--- config.mk ---
export PLATFORM = sky130hd
export DESIGN_NAME = apb_slave_regs
export DESIGN_NICKNAME = d
export VERILOG_FILES = /design/src/rtl/apb_slave_regs.sv
export SDC_FILE = /design/constraint.sdc
export NUM_CORES = 1
export LEC_CHECK = 0
export CAP_MARGIN = 5
export CORE_MARGIN = 3
export CORE_UTILIZATION = 25
export CTS_CLUSTER_SIZE = 24
export DETAILED_ROUTE_END_ITERATION = 6
export DONT_BUFFER_PORTS = 1
export SLEW_MARGIN = 15
export SYNTH_ARGS = -nofsm -noshare
export SYNTH_HDL_FRONTEND = slang
export SYNTH_SLANG_ARGS = --single-unit
--- constraint.sdc ---
create_clock -name pclk -period 23.3 [get_ports pclk]
set_input_delay 2.33 -clock pclk [delete_from_list [all_inputs] [get_ports pclk]]
set_output_delay 2.33 -clock pclk [all_outputs]
set_load 0.005 [all_outputs]
--- src/rtl/apb_slave_regs.sv ---
// apb_slave_regs: APB completer with a small CSR map (CTRL, INT_EN, W1C STATUS, 8 scratch words),
// a configurable number of wait states and a registered interrupt output.
module apb_slave_regs #(
   parameter int unsigned ADDR_WIDTH  = 16,
   parameter int unsigned DATA_WIDTH  = 32,
   parameter int unsigned WAIT_STATES = 1
) (
   input  logic                  pclk,
   input  logic                  preset,
   input  logic                  psel,
   input  logic                  penable,
   input  logic                  pwrite,
   input  logic [ADDR_WIDTH-1:0] paddr,
   input  logic [DATA_WIDTH-1:0] pwdata,
   output logic [DATA_WIDTH-1:0] prdata,
   output logic                  pready,
   output logic                  pslverr,
   input  logic                  Tx_done_i,
   input  logic                  Rx_done_i,
   input  logic                  Arb_done_i,
   output logic                  Intr
);

   localparam int unsigned NumScratch = 8;
   localparam logic [ADDR_WIDTH-1:0] LastAddr = ADDR_WIDTH'(32'h28);
   localparam logic [2:0] WaitLoad = 3'(WAIT_STATES);

   typedef enum logic [1:0] {StIdle, StWait, StResp} state_e;

   state_e                state_q, state_d;
   logic [2:0]            cnt_q, cnt_d;
   logic [ADDR_WIDTH-1:0] addr_q, addr_d;
   logic                  wr_q, wr_d;
   logic [DATA_WIDTH-1:0] wdata_q, wdata_d;

   logic [DATA_WIDTH-1:0] ctrl_q, ctrl_d;
   logic [2:0]            int_en_q, int_en_d;
   logic [2:0]            status_q, status_d;
   logic [DATA_WIDTH-1:0] scratch_q [NumScratch];
   logic [DATA_WIDTH-1:0] scratch_d [NumScratch];
   logic                  intr_q;

   logic                  access;
   logic                  addr_err;
   logic                  wr_en;
   logic [3:0]            reg_idx;
   logic [2:0]            scr_idx;
   logic [2:0]            status_set;
   logic [2:0]            status_clr;
   logic [DATA_WIDTH-1:0] rdata_mux;

   // Decode works on the address captured in the setup cycle, not the live bus.
   assign access     = psel & penable;
   assign addr_err   = (addr_q[1:0] != 2'b00) || (addr_q > LastAddr);
   assign reg_idx    = addr_q[5:2];
   assign scr_idx    = 3'(reg_idx - 4'd3);
   assign pready     = (state_q == StResp) && access;
   assign pslverr    = pready && addr_err;
   assign wr_en      = pready && wr_q && !addr_err;
   assign status_set = {Arb_done_i, Rx_done_i, Tx_done_i};
   assign Intr       = intr_q;

   // Transfer FSM: setup capture, wait-state countdown, single response cycle.
   always_comb begin
      state_d = state_q;
      cnt_d   = cnt_q;
      addr_d  = addr_q;
      wr_d    = wr_q;
      wdata_d = wdata_q;
      unique case (state_q)
         StIdle: begin
            if (psel && !penable) begin
               addr_d  = paddr;
               wr_d    = pwrite;
               wdata_d = pwdata;
               cnt_d   = WaitLoad;
               // With no wait states the first access cycle is already the response.
               state_d = (WAIT_STATES == 0) ? StResp : StWait;
            end
         end
         StWait: begin
            if (!access) begin
               state_d = StIdle;
               cnt_d   = '0;
            end else if (cnt_q <= 3'd1) begin
               state_d = StResp;
               cnt_d   = '0;
            end else begin
               cnt_d = cnt_q - 3'd1;
            end
         end
         StResp: begin
            state_d = StIdle;
         end
         default: begin
            state_d = StIdle;
         end
      endcase
   end

   // FSM and captured transfer state.
   always_ff @(posedge pclk or posedge preset) begin
      if (preset) begin
         state_q <= StIdle;
         cnt_q   <= '0;
         addr_q  <= '0;
         wr_q    <= 1'b0;
         wdata_q <= '0;
      end else begin
         state_q <= state_d;
         cnt_q   <= cnt_d;
         addr_q  <= addr_d;
         wr_q    <= wr_d;
         wdata_q <= wdata_d;
      end
   end

   // Register write decode; STATUS sources are OR-ed in after the W1C clear so a set wins.
   always_comb begin
      ctrl_d     = ctrl_q;
      int_en_d   = int_en_q;
      scratch_d  = scratch_q;
      status_clr = '0;
      if (wr_en) begin
         case (reg_idx)
            4'd0:    ctrl_d = wdata_q;
            4'd1:    int_en_d = wdata_q[2:0];
            4'd2:    status_clr = wdata_q[2:0];
            default: scratch_d[scr_idx] = wdata_q;
         endcase
      end
      status_d = (status_q & ~status_clr) | status_set;
   end

   // Register file state.
   always_ff @(posedge pclk or posedge preset) begin
      if (preset) begin
         ctrl_q   <= '0;
         int_en_q <= '0;
         status_q <= '0;
         for (int i = 0; i < NumScratch; i++) begin
            scratch_q[i] <= '0;
         end
      end else begin
         ctrl_q    <= ctrl_d;
         int_en_q  <= int_en_d;
         status_q  <= status_d;
         scratch_q <= scratch_d;
      end
   end

   // Interrupt lags the enabled status by one clock.
   always_ff @(posedge pclk or posedge preset) begin
      if (preset) begin
         intr_q <= 1'b0;
      end else begin
         intr_q <= |(status_q & int_en_q);
      end
   end

   // Read data mux; driven onto prdata only during a legal read response.
   always_comb begin
      rdata_mux = '0;
      case (reg_idx)
         4'd0:    rdata_mux = ctrl_q;
         4'd1:    rdata_mux = {{(DATA_WIDTH-3){1'b0}}, int_en_q};
         4'd2:    rdata_mux = {{(DATA_WIDTH-3){1'b0}}, status_q};
         default: rdata_mux = scratch_q[scr_idx];
      endcase
   end

   assign prdata = (pready && !wr_q && !addr_err) ? rdata_mux : '0;

endmodule
## Word-level counts from Yosys, hierarchy flattened

Index checks and enable logic that the tools add are counted.
W data, S select, Z words.

| word-level totals | value |
|---|---|
| bits in registers | 349 |
| logic and storage cells | 78 |

| operators by class | value |
|---|---|
| $add $sub $neg | 2 |
| magnitude comparators | 4 |
| equal/unequal tests | 6 |
| mux-type cells | 18 |
| bitwise gates (word level) | 7 |
| reduce and logical (&&, ||, !) cells | 24 |

Operator list:

| kind | count |
|---|---|
| $bwmux W256 | 1 |
| $mux W32 | 4 |
| $bmux W32 S3 | 1 |
| $demux W32 S3 | 1 |
| $pmux W32 S3 | 1 |
| $gt A16 B6 Y1 const B | 1 |
| $mux W3 | 5 |
| $reduce_and A2 Y1 | 6 |
| $logic_and A1 B1 Y1 | 8 |
| $and A3 B3 Y3 | 2 |
| $mux W2 | 3 |
| $pmux W3 S2 | 1 |
| $reduce_or A3 Y1 | 2 |
| $eq A4 B1 Y1 const B | 1 |
| $eq A4 B2 Y1 const B | 1 |
| $ge A4 B4 Y1 const B | 1 |
| $logic_not A4 Y1 | 1 |
| $lt A4 B1 Y1 const B | 1 |
| $not A3 Y4 | 1 |
| $pmux W2 S2 | 1 |
| $reduce_bool A2 Y1 | 2 |
| $le A3 B1 Y1 const B | 1 |
| $logic_not A1 Y1 | 3 |
| $ne A3 B3 Y1 const B | 1 |
| other kinds (11) | 11 |

## Longest topological paths before layout

Gate-level depths: netlist (run 1).

| depth | value |
|---|---|
| depth after elaboration | 8 |
| gate-level depth with buffers | 12 |
| gate-level depth less buffers | 7 |

## Least setup slack after synthesis (run 1)

OpenSTA, ideal clock, no wires.

| timing | value |
|---|---|
| kind | input -> output |
| from | input port psel |
| to | output port prdata[20] |
| arrival time | 3,608 ps |
| required time | 20,970 ps |
| path slack | 17,362 ps |
| stages on the path | 6 |
| path buffers | 2 |
| cells stage by stage | nand4b_1 -> or4_1 -> clkbuf_1 -> nor2_4 -> buf_2 -> a32o_1 |

| on the way | value |
|---|---|
| longest elaborated chain between the ends | 5 |

RTL lines:

| element | RTL line | source |
|---|---|---|
| start: declaration | 10 | `input logic psel,` |
| $and A1 B1 Y1 | 53 | `assign access = psel & penable;` |
| $logic_and A1 B1 Y1 | 57 | `assign pready = (state_q == StResp) && access;` |
| $logic_and A1 B1 Y1 (2 in series) | 172 | `assign prdata = (pready && !wr_q && !addr_err) ? rdata_mux : '0;` |
| $mux W32 | 172 |  |
| end: declaration | 15 | `output logic [DATA_WIDTH-1:0] prdata,` |

No other way between the ends.

## Worst setup path in the final report (run 1)

| timing | value |
|---|---|
| from | input port psel |
| to | output port prdata[21] |

The elaborated chain is that of the path after synthesis.

==> results of run 1 <==
==> metrics by stage <==
step                      power [uW]  setup WS, ns  util, %  cells
after floorplan                821.4         11.29        -   1143
after global placement         936.6         16.51    26.80   1850
after detailed placement       935.6         16.49    26.80   1850
after CTS                       1604         16.49    29.09   1922
after global routing            1649         16.39    29.12   1923
final                           1578         16.56    29.12   1924
==> state kept, by name, summed over array words and instances, names as in the netlist <==
| name | flops |
|---|---|
| scratch_q | 256 |
| ctrl_q | 32 |
| wdata_q | 32 |
| addr_q | 16 |
| cnt_q | 3 |
| int_en_q | 3 |
| status_q | 3 |
| state_q | 2 |
| Intr | 1 |
| wr_q | 1 |
==> layer usage <==
metal | wire length (um) | vias to the layer above | GRT usage (%) | part of all wire [%]
met4 | 1007 | 4 | 3.877 | 2.3
li1 | - | 4194 | - | -
met3 | 1971 | 67 | 2.622 | 4.5
met5 | 29 | - | 0 | 0.066
met1 | 19950 | 5195 | 18.22 | 46
met2 | 20790 | 216 | 21.84 | 48
==> cell usage in the layout, fill, tap and decap left out, types with 5 or more instances in the layout <==
cell type                   Yosys  final
sky130_fd_sc_hd__dfrtp_1      349    348
sky130_fd_sc_hd__mux2_2       333    333
sky130_fd_sc_hd__nand2_1       68     68
sky130_fd_sc_hd__clkbuf_16      0     43
sky130_fd_sc_hd__o221ai_1      35     35
sky130_fd_sc_hd__buf_4          1     28
sky130_fd_sc_hd__o21ai_0       26     26
sky130_fd_sc_hd__o22ai_1       25     25
sky130_fd_sc_hd__a32o_1        25     25
sky130_fd_sc_hd__mux2i_1       24     24
sky130_fd_sc_hd__nand3_1       14     13
sky130_fd_sc_hd__nand4_1       12     12
sky130_fd_sc_hd__mux2_1        12     12
sky130_fd_sc_hd__nor2_1        12     11
sky130_fd_sc_hd__a21oi_1       10     10
sky130_fd_sc_hd__a32oi_1       10     10
sky130_fd_sc_hd__clkbuf_8       0     10
sky130_fd_sc_hd__inv_1          8      7
sky130_fd_sc_hd__mux4_2         7      7
sky130_fd_sc_hd__clkbuf_1      38      7
sky130_fd_sc_hd__a22oi_1        6      6
sky130_fd_sc_hd__nand2b_1       5      5
sky130_fd_sc_hd__ha_1           6      5
==> power by group through the flow <==
stage          sequential [uW]  combinational (uW)  clock (uW)
3_3_place_gp               675                 262           0
2_1_floorplan              642                 180           0
5_1_grt                    671                 275         703
6_report                   665                 255         659
3_5_place_dp               677                 259           0
4_1_cts                    666                 259         679
==> cells by family after synthesis <==
| kind of cell | Yosys count |
|---|---|
| XOR/XNOR | 3 |
| AND/OR/NAND/NOR | 133 |
| AO/OA/AOI/OAI | 164 |
| multiplexers | 376 |
| buffers and inverters | 112 |
| adder cells (fa/ha/maj) | 6 |
| flip-flops | 349 |
==> path summary, 6_finish.rpt <==
kind,start,end,depth (start not counted)
max,psel,prdata[21],4
min reg2reg,scratch_q[94]$_DFFE_PP0P_,scratch_q[94]$_DFFE_PP0P_,1
min,scratch_q[94]$_DFFE_PP0P_,scratch_q[94]$_DFFE_PP0P_,1
max in group asynchronous,preset,wdata_q[20]$_DFFE_PP0P_,2
max reg2reg,addr_q[2]$_DFFE_PP0P_,scratch_q[95]$_DFFE_PP0P_,7
min in group asynchronous,preset,wdata_q[3]$_DFFE_PP0P_,1
==> cell type report <==
cell class	count	area share, %
multi-input combinational	682	35.77
timing repair buffer	29	1.272
clock buffer	60	7.002
tap	782	5.525
sequential	349	49.33
inverter	9	0.2332
clock inverter	12	0.8549
antenna	1	0.01413
==> worst max-delay path: stages <==
cell	delay (ns)
sky130_fd_sc_hd__nand4b_1	0.22
sky130_fd_sc_hd__or4_1	0.62
sky130_fd_sc_hd__nor2_4	0.87
sky130_fd_sc_hd__a32o_1	0.33
==> impl_metrics.csv, run 1 <==
group,metric,value,unit
timing,worst_pin_slew,1.139,ns
synthesis,post_synth_main_area_contributors,"sky130_fd_sc_hd__dfrtp_1, sky130_fd_sc_hd__mux2_2, sky130_fd_sc_hd__o221ai_1, sky130_fd_sc_hd__nand2_1, sky130_fd_sc_hd__a32o_1",
status,status,"completed",
finish,postLayoutCellArea,17710,um2
timing,fin_worst_hold_slack,0.4855,ns
detailed_routing,detail_route.drc_violations,0,
setup_path,crit_required,20.97,ns
timing,number_of_failing_hold_endpoints_at_the_final_stage,0,
finish,nets,1174,
floorplan,floorplan.die_area,64950,um2
synthesis,syn-cell-area,15480,um2
clock_tree,h-tree-depth,2,
placed_design,gp_congestion,0.7408,
grt,grt_max_degree,126,
pwr,clock_power_share,41.7,%
timing,clock_tree_skew_after_final_layout,0.02299,ns
clock_tree,cts_made_buffers,41,
detailed_routing,number_of_drc_markers_after_the_initial_detailed_route_iteration,712,
detailed_routing,routed_wire_length_per_instance,22.74,um
synthesis,most_instantiated_flip_flop_cell_in_the_synthesis_netlist,"sky130_fd_sc_hd__dfrtp_1",
synthesis,cell_with_the_most_instances_after_synthesis,"sky130_fd_sc_hd__dfrtp_1",
clock_tree,cts_tree,"built",
finish,fill_cells,6112,
flow_run,drv.max_cap_violation_count,0,
pwr,combPwrFrac,16.1,%
finish,area.growth.synth_to_final,14.39,%
clock_tree,post_cts_resized,0,
grt,grt.total_usage,13.42,%
finish,multiInputGateArea,6335,um2
detailed_routing,first_pass_iters,5,
pwr,cell_internal_pwr,1103,uW
grt,number_of_global_route_vias_before_repair,9963,
clock_tree,clk_pin_slew_worst_paths,0.05,ns
finish,final_layout_size_suffix_gt1_share,39.09,%
detailed_routing,final_antenna_violating_net_count,0,
timing,max-slew-margin-rel,23.88,%
synthesis,asyncSetResetFlopFracSynth,100.0,%
floorplan,core_area,60810,um2
timing,setup_viol,0,
placed_design,detailedPlacementHpwl,26.87,mm
timing,slew_viol_final,0,
floorplan,initial_utilization,25.46,%
synthesis,synthDominantAreaCellType,"sky130_fd_sc_hd__dfrtp_1",
timing,max_clock_freq,148.4,MHz
clock_tree,clock_sink_count,349,
synthesis,yosys.area_share.adder,0.4849,%
pwr,power.static_leakage,0.008267,uW
grt,grt_pass1_wl,64.85,mm
timing,final_min_period_over_clock_period,28.93,%
synthesis,synth_sequential_area_ratio,56.41,%
floorplan,boundaryPins,91,
pwr,sequentialPowerShare,42.1,%
synthesis,synth_commonest_cells,"sky130_fd_sc_hd__dfrtp_1, sky130_fd_sc_hd__mux2_2, sky130_fd_sc_hd__nand2_1, sky130_fd_sc_hd__clkbuf_1",
pwr,power_switching_share,30.10,%
synthesis,synth_area_per_cell,13.54,um2
pwr,vdd.ir_drop.worst,0.04402,mV
setup_path,critPathCaptureType,"output port",
setup_path,worstSetupStartpointType,"input port",
detailed_routing,wl,43.75,mm
clock_tree,cts_hold_repair_buffers,0,
setup_path,reg2reg_slack,18.89,ns
setup_path,timing.setup.critical_path_class,"input port to output port",
pwr,net_switching_power_figure,475.1,uW
timing,final.setup.tns,0,ns
synthesis,muxShareOfSynthArea,27.67,%
grt,antenna_found_initial,6,
clock_tree,clock_insertion_delay_worst_skew,0.55,ns
floorplan,die_y,254.8,um
clock_tree,cts-root-to-sink-buffers,3,
detailed_routing,number_of_vias_in_the_routed_layout,9676,
timing,grt_setup_unrepaired,"no",
synthesis,yosys_register_bits,349,
pwr,power-per-cell-area,89.14,nW/um2
detailed_routing,route.detailed.vias_per_inst,5.029,
synthesis,synth_compound_gate_area_share,8.123,%
timing,layout_min_cycle_time,6.740,ns
synthesis,synth_top_cell_area_share,56.41,%
synthesis,post_synthesis_share_of_cell_area_spent_on_and_or_nand_and_nor_gates,4.073,%
min_path,hold_path_class,"flip-flop to flip-flop",
grt,gr-total-overflow,0,
synthesis,synth_top_family_by_area,"multiplexers",
clock_tree,cts-root-buf,"sky130_fd_sc_hd__clkbuf_16",
synthesis,synth.distinct_cells,50,
synthesis,yosysWarnings,0,
setup_path,worst-path-max-fanout,28,
synthesis,postSynthNetCount,1205,
setup_path,arrival,4.41,ns
placed_design,place_area,16300,um2
synthesis,yosys.area_share.xor_xnor,0.2667,%
synthesis,synth_edf_count,0,
clock_tree,postCtsSetupBuffers,0,
finish,ff_latch_area,8735,um2
synthesis,netlist_instances,1143,
floorplan,num_rows,90,
floorplan,die_width,254.8,um
placed_design,port_buffers,0,
Power figures use the tool's default switching activity.
==> run 2, diff against run 1 <==
==> constraint.sdc (replaced) <==
create_clock -name pclk -period 5.54 [get_ports pclk]
set_input_delay 0.554 -clock pclk [delete_from_list [all_inputs] [get_ports pclk]]
set_output_delay 0.554 -clock pclk [all_outputs]
set_load 0.005 [all_outputs]
==> run 2 against run 1 <==
Compared with the run above: the flow now finishes with violations (negative hold slack); total power rose to 4.1 times the previous value; routed wire length down 0.43%; via count down 0.14%; worst hold slack worse by 0.49 ns; sequential share of layout area about the same; first-iteration DRC count down 8.3%; cell count up 0.26%; critical path type is now flip-flop to output port; largest power group unchanged.
==> impl_metrics.csv, run 2 (synthesis gave the netlist of run 1 again) <==
group,metric,value,unit
clock_tree,clk_pin_slew_worst_paths,0.06,ns
detailed_routing,final_antenna_violating_net_count,0,
detailed_routing,first_pass_iters,5,
setup_path,worst-path-max-fanout,30,
detailed_routing,number_of_drc_markers_after_the_initial_detailed_route_iteration,653,
placed_design,pre_cts_slack,1.476,ns
detailed_routing,number_of_vias_in_the_routed_layout,9662,
flow_run,drv.max_cap_violation_count,0,
grt,gr-total-overflow,0,
floorplan,boundaryPins,91,
setup_path,critPathCaptureType,"output port",
timing,max_clock_freq,214.9,MHz
timing,fin_worst_hold_slack,-0.0007818,ns
detailed_routing,routed_wire_length_per_instance,22.58,um
setup_path,timing.setup.critical_path_class,"flip-flop to output port",
setup_path,crit_path_top_delay_cell,"sky130_fd_sc_hd__ha_2",
setup_path,crit_path_cell_trace,"inv_1, ha_2, clkinv_1, buf_4, nand2_1, o221ai_1, a221o_1, a21oi_1",
finish,fin_cells,1929,
setup_path,critPathBufInv,3,
timing,slew_viol_final,0,
setup_path,timing.critical_path.max_delay_family,"compound AO/OA/AOI/OAI gates",
pwr,power.static_leakage,0.008267,uW
timing,fin_ws,0.8873,ns
grt,grt.total_usage,13.43,%
timing,setup_viol,0,
grt,number_of_global_route_vias_before_repair,10036,
min_path,hold_path_class,"input port to asynchronous set/reset pin",
floorplan,core_area,60810,um2
placed_design,detailedPlacementHpwl,26.49,mm
setup_path,worstSetupStartpointType,"flip-flop",
detailed_routing,wl,43.56,mm
pwr,power-per-cell-area,366.9,nW/um2
clock_tree,post_cts_resized,0,
setup_path,critPathMaxStageDelay,0.72,ns
timing,clock_tree_skew_after_final_layout,0.01833,ns
detailed_routing,detail_route.drc_violations,0,
clock_tree,clock_insertion_delay_worst_skew,0.55,ns
detailed_routing,route.detailed.vias_per_inst,5.009,
setup_path,crit_required,4.99,ns
timing,number_of_failing_hold_endpoints_at_the_final_stage,1,
floorplan,floorplan.die_area,64950,um2
finish,area.growth.synth_to_final,14.45,%
timing,layout_min_cycle_time,4.653,ns
setup_path,arrival,4.10,ns
status,status,"finished with violations",
timing,final.setup.tns,0,ns
finish,nets,1177,
timing,grt_setup_unrepaired,"no",
finish,largest_register_ff_count,256,
clock_tree,cts_tree,"built",
clock_tree,cts_hold_repair_buffers,0,
timing,max-slew-margin-rel,26.97,%
floorplan,num_rows,90,
finish,most_common_library_cell_in_the_layout_ignoring_fill_and_taps,"sky130_fd_sc_hd__dfrtp_1",
finish,mostFrequentLayoutCells,"sky130_fd_sc_hd__dfrtp_1, sky130_fd_sc_hd__mux2_2, sky130_fd_sc_hd__nand2_1, sky130_fd_sc_hd__clkbuf_16, sky130_fd_sc_hd__o221ai_1",
grt,grt_max_degree,203,
pwr,vdd.ir_drop.worst,0.2101,mV
clock_tree,cts-root-buf,"sky130_fd_sc_hd__clkbuf_16",
timing,final_min_period_over_clock_period,83.98,%
timing,worst_pin_slew,1.093,ns
clock_tree,clock_sink_count,349,
floorplan,die_width,254.8,um
clock_tree,postCtsSetupBuffers,0,
clock_tree,cts-root-to-sink-buffers,3,
floorplan,die_y,254.8,um
placed_design,gp_congestion,0.7526,
placed_design,number_of_placed_instances_with_taps_included,1854,
status,failed_checks,"negative hold slack",
finish,largestRegisters,"scratch_q (256), ctrl_q (32), wdata_q (32)",
floorplan,initial_utilization,25.46,%
placed_design,port_buffers,0,
finish,most_flops_register,"scratch_q",
grt,grt_pass1_wl,65.69,mm
grt,antenna_found_initial,5,
finish,final_layout_size_suffix_gt1_share,38.85,%
clock_tree,h-tree-depth,2,
clock_tree,cts_made_buffers,40,
pwr,total_power,6500,uW
-- run 2: changes by cell type in the layout (fill, tap and decap cells not counted), moves of 2 or more --
cell / delta
sky130_fd_sc_hd__diode_2: +3
sky130_fd_sc_hd__clkbuf_16: -2
sky130_fd_sc_hd__clkbuf_8: -2
sky130_fd_sc_hd__buf_4: +2
sky130_fd_sc_hd__inv_6: -2
sky130_fd_sc_hd__clkbuf_1: +4
sky130_fd_sc_hd__buf_12: +2
-- run 2: path summary, 6_finish.rpt --
path,to,slack (ns),depth (start not counted),start
setup / recovery,prdata[1],0.89,8,addr_q[2]$_DFFE_PP0P_
setup reg to reg,scratch_q[53]$_DFFE_PP0P_,1.84,9,addr_q[2]$_DFFE_PP0P_
max in group asynchronous,scratch_q[141]$_DFFE_PP0P_,4.44,3,preset
hold / removal,scratch_q[201]$_DFFE_PP0P_,-0.0008,2,preset
min in group pclk,status_q[2]$_DFF_PP0_,0.10,1,Arb_done_i
hold reg to reg,scratch_q[196]$_DFFE_PP0P_,0.49,1,scratch_q[196]$_DFFE_PP0P_
-- run 2: per-stage QoR --
step	hold slack (ns)	utilization, %	instance area, um2
finish	-0.0007818	29.14	17720
detailed placement	0.4812	26.88	16350
floorplan	0.4585	-	15480
global placement	0.4680	26.88	16350
global route	0.007937	29.14	17720
CTS	0.06244	29.07	17680
-- run 2: final cells by class --
cell class	count	area [um2]
fill	6163	43090
sequential	349	8735
multi-input combinational	682	6335
clock buffer	60	1177
tap	782	978.4
timing repair buffer	33	292.8
clock inverter	10	152.6
inverter	9	37.54
antenna	4	10.01
-- run 2: worst reg2reg max path: cells and delay by family (launching register included) --
kind	cells	cell delay [ns]
fa+ha+maj	1	0.72
buf+inv	5	1.49
flops	1	0.41
mux	1	0.34
simple gates	2	0.61
-- run 2: power by group --
part / switching [uW] / internal (uW) / leakage, uW / total (uW)
Clock: 1040 / 1650 / 0.000652 / 2690
Sequential: 168 / 2630 / 0.00475 / 2790
Combinational: 683 / 338 / 0.00286 / 1020
Total: 1890 / 4610 / 0.00827 / 6500
-- run 2: metal layers --
metal  up-vias  track usage [%]  wire length, um
li1       4189                -                -
met1      5208            17.19            18720
met2       201            22.57            21690
met3        64            3.120             2077
met4         0            4.219             1074
met5         -                0                0
